[src/rtl/riscv_pkg.sv]
// Shared constants for the multi-cycle RV32I control path: opcodes, FSM states, ALU and mux encodings.
// Latency: none (declarations only).
// Backpressure: none.
package riscv_pkg;

  localparam logic [6:0] OP_R      = 7'b0110011;
  localparam logic [6:0] OP_I      = 7'b0010011;
  localparam logic [6:0] OP_LOAD   = 7'b0000011;
  localparam logic [6:0] OP_STORE  = 7'b0100011;
  localparam logic [6:0] OP_BRANCH = 7'b1100011;
  localparam logic [6:0] OP_JAL    = 7'b1101111;
  localparam logic [6:0] OP_JALR   = 7'b1100111;
  localparam logic [6:0] OP_LUI    = 7'b0110111;
  localparam logic [6:0] OP_AUIPC  = 7'b0010111;

  typedef enum logic [3:0] {
    S_FETCH, S_DECODE, S_EXEC_R, S_EXEC_I, S_MEM_ADDR, S_MEM_RD, S_MEM_WR,
    S_WB_ALU, S_WB_MEM, S_BRANCH, S_JAL, S_JALR, S_LUI, S_TRAP
  } state_e;

  typedef enum logic [3:0] {
    ALU_ADD  = 4'd0,
    ALU_SUB  = 4'd1,
    ALU_SLL  = 4'd2,
    ALU_SLT  = 4'd3,
    ALU_SLTU = 4'd4,
    ALU_XOR  = 4'd5,
    ALU_SRL  = 4'd6,
    ALU_SRA  = 4'd7,
    ALU_OR   = 4'd8,
    ALU_AND  = 4'd9
  } alu_ctrl_e;

  // Operation class handed from the FSM to the ALU decoder.
  typedef enum logic [1:0] {
    ALU_OP_ADD, ALU_OP_SUB, ALU_OP_R, ALU_OP_I
  } alu_op_e;

  localparam logic [1:0] SRCA_PC    = 2'b00;
  localparam logic [1:0] SRCA_OLDPC = 2'b01;
  localparam logic [1:0] SRCA_RS1   = 2'b10;
  localparam logic [1:0] SRCA_ZERO  = 2'b11;

  localparam logic [1:0] SRCB_RS2   = 2'b00;
  localparam logic [1:0] SRCB_IMM   = 2'b01;
  localparam logic [1:0] SRCB_FOUR  = 2'b10;

  localparam logic [1:0] RES_ALUOUT = 2'b00;
  localparam logic [1:0] RES_MEM    = 2'b01;
  localparam logic [1:0] RES_ALU    = 2'b10;

  localparam logic ADDR_PC      = 1'b0;
  localparam logic ADDR_ALUOUT  = 1'b1;
  localparam logic PCSRC_ALU    = 1'b0;
  localparam logic PCSRC_ALUOUT = 1'b1;

endpackage

[src/rtl/riscv_alu_decode.sv]
// Maps the FSM's operation class plus funct3/funct7_5 onto the ALU control code.
// Latency: combinational.
// Backpressure: none.
module riscv_alu_decode
  import riscv_pkg::*;
(
  input  alu_op_e    alu_op,
  input  logic [2:0] funct3,
  input  logic       funct7_5,
  output logic [3:0] alu_ctrl
);

  // funct7_5 selects SUB only for register ops; for immediates it only distinguishes SRAI.
  always_comb begin
    alu_ctrl = ALU_ADD;
    case (alu_op)
      ALU_OP_ADD: alu_ctrl = ALU_ADD;
      ALU_OP_SUB: alu_ctrl = ALU_SUB;
      default: begin
        case (funct3)
          3'b000:  alu_ctrl = (alu_op == ALU_OP_R && funct7_5) ? ALU_SUB : ALU_ADD;
          3'b001:  alu_ctrl = ALU_SLL;
          3'b010:  alu_ctrl = ALU_SLT;
          3'b011:  alu_ctrl = ALU_SLTU;
          3'b100:  alu_ctrl = ALU_XOR;
          3'b101:  alu_ctrl = funct7_5 ? ALU_SRA : ALU_SRL;
          3'b110:  alu_ctrl = ALU_OR;
          default: alu_ctrl = ALU_AND;
        endcase
      end
    endcase
  end

endmodule

[src/rtl/riscv_mc_ctrl.sv]
// Multi-cycle RV32I control FSM: drives datapath selects/enables, owns the shared memory port, counts retirements.
// Latency: 3-5 cycles per instruction with zero-wait memory.
// Backpressure: FETCH/MEM_RD/MEM_WR hold with stable request and address select until mem_ready.
module riscv_mc_ctrl
  import riscv_pkg::*;
(
  input  logic        clk,
  input  logic        reset,
  input  logic [6:0]  opcode,
  input  logic [2:0]  funct3,
  input  logic        funct7_5,
  input  logic        br_cond,
  input  logic        mem_ready,
  output logic        mem_req,
  output logic        mem_we,
  output logic        addr_src,
  output logic        ir_write,
  output logic        pc_write,
  output logic        pc_src,
  output logic        reg_write,
  output logic [1:0]  alu_src_a,
  output logic [1:0]  alu_src_b,
  output logic [3:0]  alu_ctrl,
  output logic [1:0]  result_src,
  output logic        trap,
  output logic [31:0] instret
);

  state_e      state_q, state_d;
  logic [31:0] instret_q, instret_d;
  alu_op_e     alu_op;

  riscv_alu_decode u_alu_decode (
    .alu_op   (alu_op),
    .funct3   (funct3),
    .funct7_5 (funct7_5),
    .alu_ctrl (alu_ctrl)
  );

  // State and retirement counter registers.
  always_ff @(posedge clk) begin
    if (reset) begin
      state_q   <= S_FETCH;
      instret_q <= '0;
    end else begin
      state_q   <= state_d;
      instret_q <= instret_d;
    end
  end

  // Next-state, control decode and retirement count; reset forces every strobe low.
  always_comb begin
    state_d    = state_q;
    mem_req    = 1'b0;
    mem_we     = 1'b0;
    addr_src   = ADDR_PC;
    ir_write   = 1'b0;
    pc_write   = 1'b0;
    pc_src     = PCSRC_ALU;
    reg_write  = 1'b0;
    alu_src_a  = SRCA_PC;
    alu_src_b  = SRCB_RS2;
    alu_op     = ALU_OP_ADD;
    result_src = RES_ALUOUT;
    trap       = 1'b0;
    case (state_q)
      S_FETCH: begin
        mem_req   = 1'b1;
        alu_src_b = SRCB_FOUR;
        if (mem_ready) begin
          ir_write = 1'b1;
          pc_write = 1'b1;
          state_d  = S_DECODE;
        end
      end
      S_DECODE: begin
        // Branch/JAL target is precomputed here into ALUOut.
        alu_src_a = SRCA_OLDPC;
        alu_src_b = SRCB_IMM;
        case (opcode)
          OP_R:              state_d = S_EXEC_R;
          OP_I:              state_d = S_EXEC_I;
          OP_LOAD, OP_STORE: state_d = S_MEM_ADDR;
          OP_BRANCH:         state_d = S_BRANCH;
          OP_JAL:            state_d = S_JAL;
          OP_JALR:           state_d = S_JALR;
          OP_LUI:            state_d = S_LUI;
          OP_AUIPC:          state_d = S_WB_ALU;
          default:           state_d = S_TRAP;
        endcase
      end
      S_EXEC_R: begin
        alu_src_a = SRCA_RS1;
        alu_src_b = SRCB_RS2;
        alu_op    = ALU_OP_R;
        state_d   = S_WB_ALU;
      end
      S_EXEC_I: begin
        alu_src_a = SRCA_RS1;
        alu_src_b = SRCB_IMM;
        alu_op    = ALU_OP_I;
        state_d   = S_WB_ALU;
      end
      S_MEM_ADDR: begin
        alu_src_a = SRCA_RS1;
        alu_src_b = SRCB_IMM;
        state_d   = (opcode == OP_STORE) ? S_MEM_WR : S_MEM_RD;
      end
      S_MEM_RD: begin
        mem_req  = 1'b1;
        addr_src = ADDR_ALUOUT;
        if (mem_ready) state_d = S_WB_MEM;
      end
      S_MEM_WR: begin
        mem_req  = 1'b1;
        mem_we   = 1'b1;
        addr_src = ADDR_ALUOUT;
        if (mem_ready) state_d = S_FETCH;
      end
      S_WB_ALU: begin
        reg_write  = 1'b1;
        result_src = RES_ALUOUT;
        state_d    = S_FETCH;
      end
      S_WB_MEM: begin
        reg_write  = 1'b1;
        result_src = RES_MEM;
        state_d    = S_FETCH;
      end
      S_BRANCH: begin
        alu_src_a = SRCA_RS1;
        alu_src_b = SRCB_RS2;
        alu_op    = ALU_OP_SUB;
        pc_write  = br_cond;
        pc_src    = PCSRC_ALUOUT;
        state_d   = S_FETCH;
      end
      S_JAL: begin
        // Link value oldPC+4 comes straight off the ALU; target sits in ALUOut.
        alu_src_a  = SRCA_OLDPC;
        alu_src_b  = SRCB_FOUR;
        reg_write  = 1'b1;
        result_src = RES_ALU;
        pc_write   = 1'b1;
        pc_src     = PCSRC_ALUOUT;
        state_d    = S_FETCH;
      end
      S_JALR: begin
        alu_src_a = SRCA_RS1;
        alu_src_b = SRCB_IMM;
        pc_write  = 1'b1;
        pc_src    = PCSRC_ALU;
        state_d   = S_WB_ALU;
      end
      S_LUI: begin
        alu_src_a  = SRCA_ZERO;
        alu_src_b  = SRCB_IMM;
        reg_write  = 1'b1;
        result_src = RES_ALU;
        state_d    = S_FETCH;
      end
      S_TRAP: begin
        trap = 1'b1;
      end
      default: state_d = S_FETCH;
    endcase

    instret_d = instret_q;
    if (state_d == S_FETCH && state_q != S_FETCH) instret_d = instret_q + 32'd1;

    if (reset) begin
      mem_req   = 1'b0;
      mem_we    = 1'b0;
      ir_write  = 1'b0;
      pc_write  = 1'b0;
      reg_write = 1'b0;
      trap      = 1'b0;
    end
  end

  assign instret = instret_q;

endmodule

[config.mk]
export PLATFORM = sky130hd
export DESIGN_NAME = riscv_mc_ctrl
export DESIGN_NICKNAME = d
export VERILOG_FILES = /design/src/rtl/riscv_pkg.sv /design/src/rtl/riscv_alu_decode.sv /design/src/rtl/riscv_mc_ctrl.sv
export SDC_FILE = /design/constraint.sdc
export NUM_CORES = 1
export LEC_CHECK = 0
export ABC_AREA = 1
export CORE_MARGIN = 4
export CORE_UTILIZATION = 45
export CTS_CLUSTER_SIZE = 24
export DETAILED_ROUTE_END_ITERATION = 10
export DONT_BUFFER_PORTS = 1
export SLEW_MARGIN = 5
export SYNTH_ARGS = -nofsm -noshare
export SYNTH_HDL_FRONTEND = slang
export SYNTH_SLANG_ARGS = --single-unit
[constraint.sdc]
create_clock -name clk -period 3.9 [get_ports clk]
set_input_delay 0.78 -clock clk [delete_from_list [all_inputs] [get_ports clk]]
set_output_delay 0.78 -clock clk [all_outputs]
set_load 0.02 [all_outputs]
-- After elaboration in Yosys (flattened, before gate mapping)
Index checks and enable logic that the tools add are counted.
- add/sub/neg operators: 1
- multiply operators: 0
- divide/modulo/power cells: 0
- $lt $le $gt $ge: 0
- eq/ne operators: 30
- shifts and indexed selects: 0
- multiplexer cells: 29
- bitwise logic cells: 0
- reductions and logical operators: 19
- operators by type and width (cell ; count):
    case mux 4 bit (7 select lines) ; 2
    adder 32 x 1 -> 32 bit (second input constant) ; 1
    case mux 4 bit (8 select lines) ; 1
    equality test 4 bit (second input constant) ; 6
    equality test 7 x 6 -> 1 bit (second input constant) ; 3
    equality test 7 bit (second input constant) ; 3
    equality test 4 x 3 -> 1 bit (second input constant) ; 4
    2-to-1 mux 1 bit ; 16
    equality test 7 x 5 -> 1 bit (second input constant) ; 2
    OR reduction 2 bit ; 7
    2-to-1 mux 4 bit ; 3
    case mux 2 bit (3 select lines) ; 2
    OR reduction 5 bit ; 2
    equality test 3 bit (second input constant) ; 3
    equality test 4 x 2 -> 1 bit (second input constant) ; 2
    zero test 4 bit ; 2
    case mux 2 bit (2 select lines) ; 2
    case mux 4 bit (2 select lines) ; 1
    equality test 7 x 2 -> 1 bit (second input constant) ; 1
    equality test 3 x 2 -> 1 bit (second input constant) ; 2
    OR reduction 3 bit ; 2
    equality test 4 x 1 -> 1 bit (second input constant) ; 1
    nonzero test 4 bit ; 1
    OR reduction 4 bit ; 1
    other kinds (8) ; 9
- flip-flop bits (word level): 36
- bits in latches: 0
- bits in writable memories: 0
- ROM bits: 0
- input port bits: 15
- output and inout bits: 50
- memories: 0

-- Longest topological paths before layout
- depth in word-level cells: 7
- mapped depth: 14
- mapped depth without buffers: 13

-- Hierarchy
From an unflattened synthesis, not the netlist that was laid out.
- cells, all modules: 448
- area total of the unflattened synthesis: 2725.1 um2
- modules (own cells, without submodules) (module ; instances ; cells an instance ; area each (um2) ; seq. area each (um2)):
    riscv_mc_ctrl ; 1 ; 423 ; 2615.0 ; 720.7
    riscv_alu_decode ; 1 ; 25 ; 110.1 ; 0.0

-- Least setup slack after synthesis
Ideal clock, no wire load.
- kind: input -> output
- start: input port reset
- end: output port trap
- arrival time: 1.626 ns
- data required time: 3.120 ns
- slack: 1.494 ns
- stages: 2
- path buffers: 1
- cells stage by stage: clkbuf_1 -> nor4_1
- longest elaborated chain between the ends: 1
- ends and longest elaborated chain (item ; line ; source):
    from (decl) ; riscv_mc_ctrl.sv:8 ; input logic reset,
    2-to-1 mux 1 bit ; riscv_mc_ctrl.sv:171 ; if (reset) begin
    to (decl) ; riscv_mc_ctrl.sv:25 ; output logic trap,
No other way between the ends.

-- Worst setup path in the final report
- start: register state_q[1]
- end: output port reg_write
- longest elaborated chain between the ends: 4
- elaborated cells between the ends (all ways): 7
- ends and longest elaborated chain (item ; line ; source):
    from (decl) ; riscv_mc_ctrl.sv:29 ; state_e state_q, state_d;
    from (signal assigned) ; riscv_mc_ctrl.sv:46 ; state_q <= state_d;
    equality test 4 bit or equality test 4 x 3 -> 1 bit (tied branches) ; riscv_mc_ctrl.sv:66 ; case (state_q)
    OR reduction 4 bit (no line) * ; n/a ;
    2-to-1 mux 1 bit * ; riscv_mc_ctrl.sv:66 ;
    2-to-1 mux 1 bit * ; riscv_mc_ctrl.sv:171 ;
    to (decl) ; riscv_mc_ctrl.sv:20 ; output logic reg_write,
Every way passes the cells marked *; elsewhere a longest branch is shown, timed or not.

==> impl_metrics.toml <==
[final_layout]
fin_area_um2 = 2800
final_util = 0.475
antenna_cells = 0
area_growth_pct = 3.19
fin_nets = 469
drive_gt1_frac = 0.0374

[synth]
yosysWarnings = 0
ys_ff_latch = 36
synthMuxAreaShare = 0
synth_top_cell_area_share = 0.266
yosys.area_share.simple = 0.451
yosysSeqAreaShare = 0.266
synth-xor-area-share = 0.0808
synth_nets = 476
synth.most_common_cell = "nand2_1"
synth_cell_types = 28
synth_top_family_by_area = "simple AND/OR/NAND/NOR gates"
netlist_area_um2 = 2710
synthCells = 460
synth_fa_ha_area_frac = 0.00462
synth_edf_count = 0
synthTopCellsByCount = "142 x nand2_1, 65 x nor2_1, 46 x nand3_1"
yosys-top-cells-area = "dfxtp_1 27%, nand2_1 20%, nor2_1 9.0%, nand3_1 8.5%, a21oi_1 7.4%"
synth-async-reset-ratio = 0
ys.flop_type = "dfxtp_1"
yosys.area.top_type = "dfxtp_1"
synth_compound_area_frac = 0.102
postSynthAreaPerCell_um2 = 5.89

[global_route]
grt_pass1_vias = 2662
grt_overflow = 0
grt_pass1_wl_mm = 12.3
grtUsageTotal = 0.204
antenna_found_initial = 0
grt_max_degree = 42

[timing]
fmax_mhz = 374
rsz0062_at_grt = "no"
fin_tns_setup_ns = 0
finalHoldViolCount = 0
finClkSkew_ns = 0.00365
min_period_ns = 2.67
min_period_over_period = 0.685
finalSetupViolations = 0
layout_setup_ws_ns = 1.23
slew_headroom = 0.370
slew_viol_final = 0
tightest_slew_ns = 0.936

[critical_path]
reg2reg_from = "state_q[2]"
worstPathMaxFanout = 6
endpoint_kind = "primary output"
r2r_slack_ns = 1.66
setup.worst_path.start = "state_q[1]"
critPathRequiredTime_ns = 3.12
critPathKind = "reg -> out"
startpoint_type = "register"
worstPathArrival_ns = 1.89
worstRegToRegCells = 10
r2r-end = "instret[9]"

[placed_design]
dpl.hpwl_mm = 5.56
placed_cell_area_um2 = 2710
post-place-ws_ns = 1.41
gp_congestion = 0.928
port_buffers = 0

[clock_network]
cts.sinks = 36
postCtsResizedCells = 0
htree_levels = 2
post_cts_buffers = 0
clk_latency_ns = 0.28
clk_pin_slew_worst_paths_ns = 0.07
clock_path_buffers = 2
cts_buffers = 5
ctsHoldBuffers = 0
cts-root-buf = "clkbuf_8"
cts_tree = "built"

[hold_path]
hp-class = "in -> reg"
hold_path_end = "state_q[1]"
min-delay-start = "reset"
hold_depth = 1

[floorplan]
initial_core_util = 0.460
ios = 65
die_w_um = 85.6
rows = 28
coreArea_um2 = 5890
die_h_um = 85.6
die-area_um2 = 7330

[status]
status = "completed"

[route]
drt_first_pass_iters = 6
drtIter0Drc = 149
via_per_inst = 5.23
routed_wl_mm = 7.33
wire_per_inst_um = 13.9
drc = 0
vias = 2766
ant_nets = 0

[job]
maxCapViolCount = 0

[pwr]
power_density_nw_per_um2 = 478
p_leak_nw = 1.10
ir_drop_mv = 0.568
## critical path, stage by stage (launching register included)
cell and delay (ns):
dfxtp_1 0.38, nor2_1 0.26, inv_1 0.11, nor2_1 0.37, a31oi_1 0.09, a21oi_1 0.39
## per-layer routing
metal / up-vias / global-route usage / part of all wire
met5: - / 0 / 0
li1: 1462 / - / -
met1: 1223 / 0.245 / 0.45
met2: 72 / 0.364 / 0.49
met4: 0 / 0.0576 / 0.014
met3: 9 / 0.0432 / 0.045
## logic make-up (layout without fill, tap and decap cells)
| logic type | after synthesis | count (layout) |
|---|---|---|
| compound gates | 53 | 53 |
| xor+xnor | 25 | 25 |
| fa+ha+maj | 1 | 1 |
| buf+inv | 57 | 51 |
| flops | 36 | 36 |
| simple gates | 288 | 288 |
## sequential cells by signal (all words and copies together) (netlist names)
register and cells:
instret 32, state_q 4
## layout make-up
cell class / instances / area [um2]
Fill cell: 648 / 3090
Multi-Input combinational cell: 367 / 1730
Sequential cell: 36 / 721
Inverter: 43 / 161
Tap cell: 75 / 93.8
Clock buffer: 8 / 90.1
## worst max-delay path by stage
| stage | end | slack (ns) | cells after the start |
|---|---|---|---|
| floorplan | trap | 1.49 | 2 |
| global placement | instret[5] | 1.47 | 11 |
| detailed placement | instret[28] | 1.41 | 11 |
| CTS | reg_write | 1.24 | 5 |
| global route | reg_write | 1.10 | 5 |
| finish | reg_write | 1.23 | 5 |
## metrics by stage
step	std cells	power, mW	hold WS [ns]
floorplan	460	1.07	0.555
global placement	521	1.07	0.584
detailed placement	521	1.08	0.590
CTS	529	1.36	0.551
global route	529	1.44	0.547
finish	529	1.34	0.554
## where the power goes
part | internal (mW) | switching [mW] | leakage [nW]
combinational | 0.117 | 0.518 | 0.767
clock | 0.144 | 0.130 | 0.0455
sequential | 0.387 | 0.0411 | 0.291
total | 0.648 | 0.688 | 1.10
## placed cells by master (no fill, tap or decap)
| cell | count |
|---|---|
| nor3_1 | 16 |
| nand2_2 | 4 |
| nand4_1 | 5 |
| nor3b_1 | 1 |
| nor4_1 | 1 |
| nand3_1 | 46 |
| o21ai_0 | 6 |
| xor2_1 | 18 |
| nor2_1 | 65 |
| clkbuf_1 | 2 |
| o21ai_1 | 1 |
| nor2_4 | 2 |
| a41oi_1 | 1 |
| o22ai_1 | 1 |
| a31oi_1 | 2 |
| inv_2 | 2 |
| o211ai_1 | 1 |
| ha_1 | 1 |
| nor2_2 | 3 |
| dfxtp_1 | 36 |
| nand3b_1 | 3 |
| nand2_1 | 142 |
| xnor2_1 | 7 |
| inv_1 | 41 |
| a211oi_1 | 1 |
| clkbuf_8 | 6 |
| a21oi_1 | 40 |
Power figures use the tool's default switching activity.
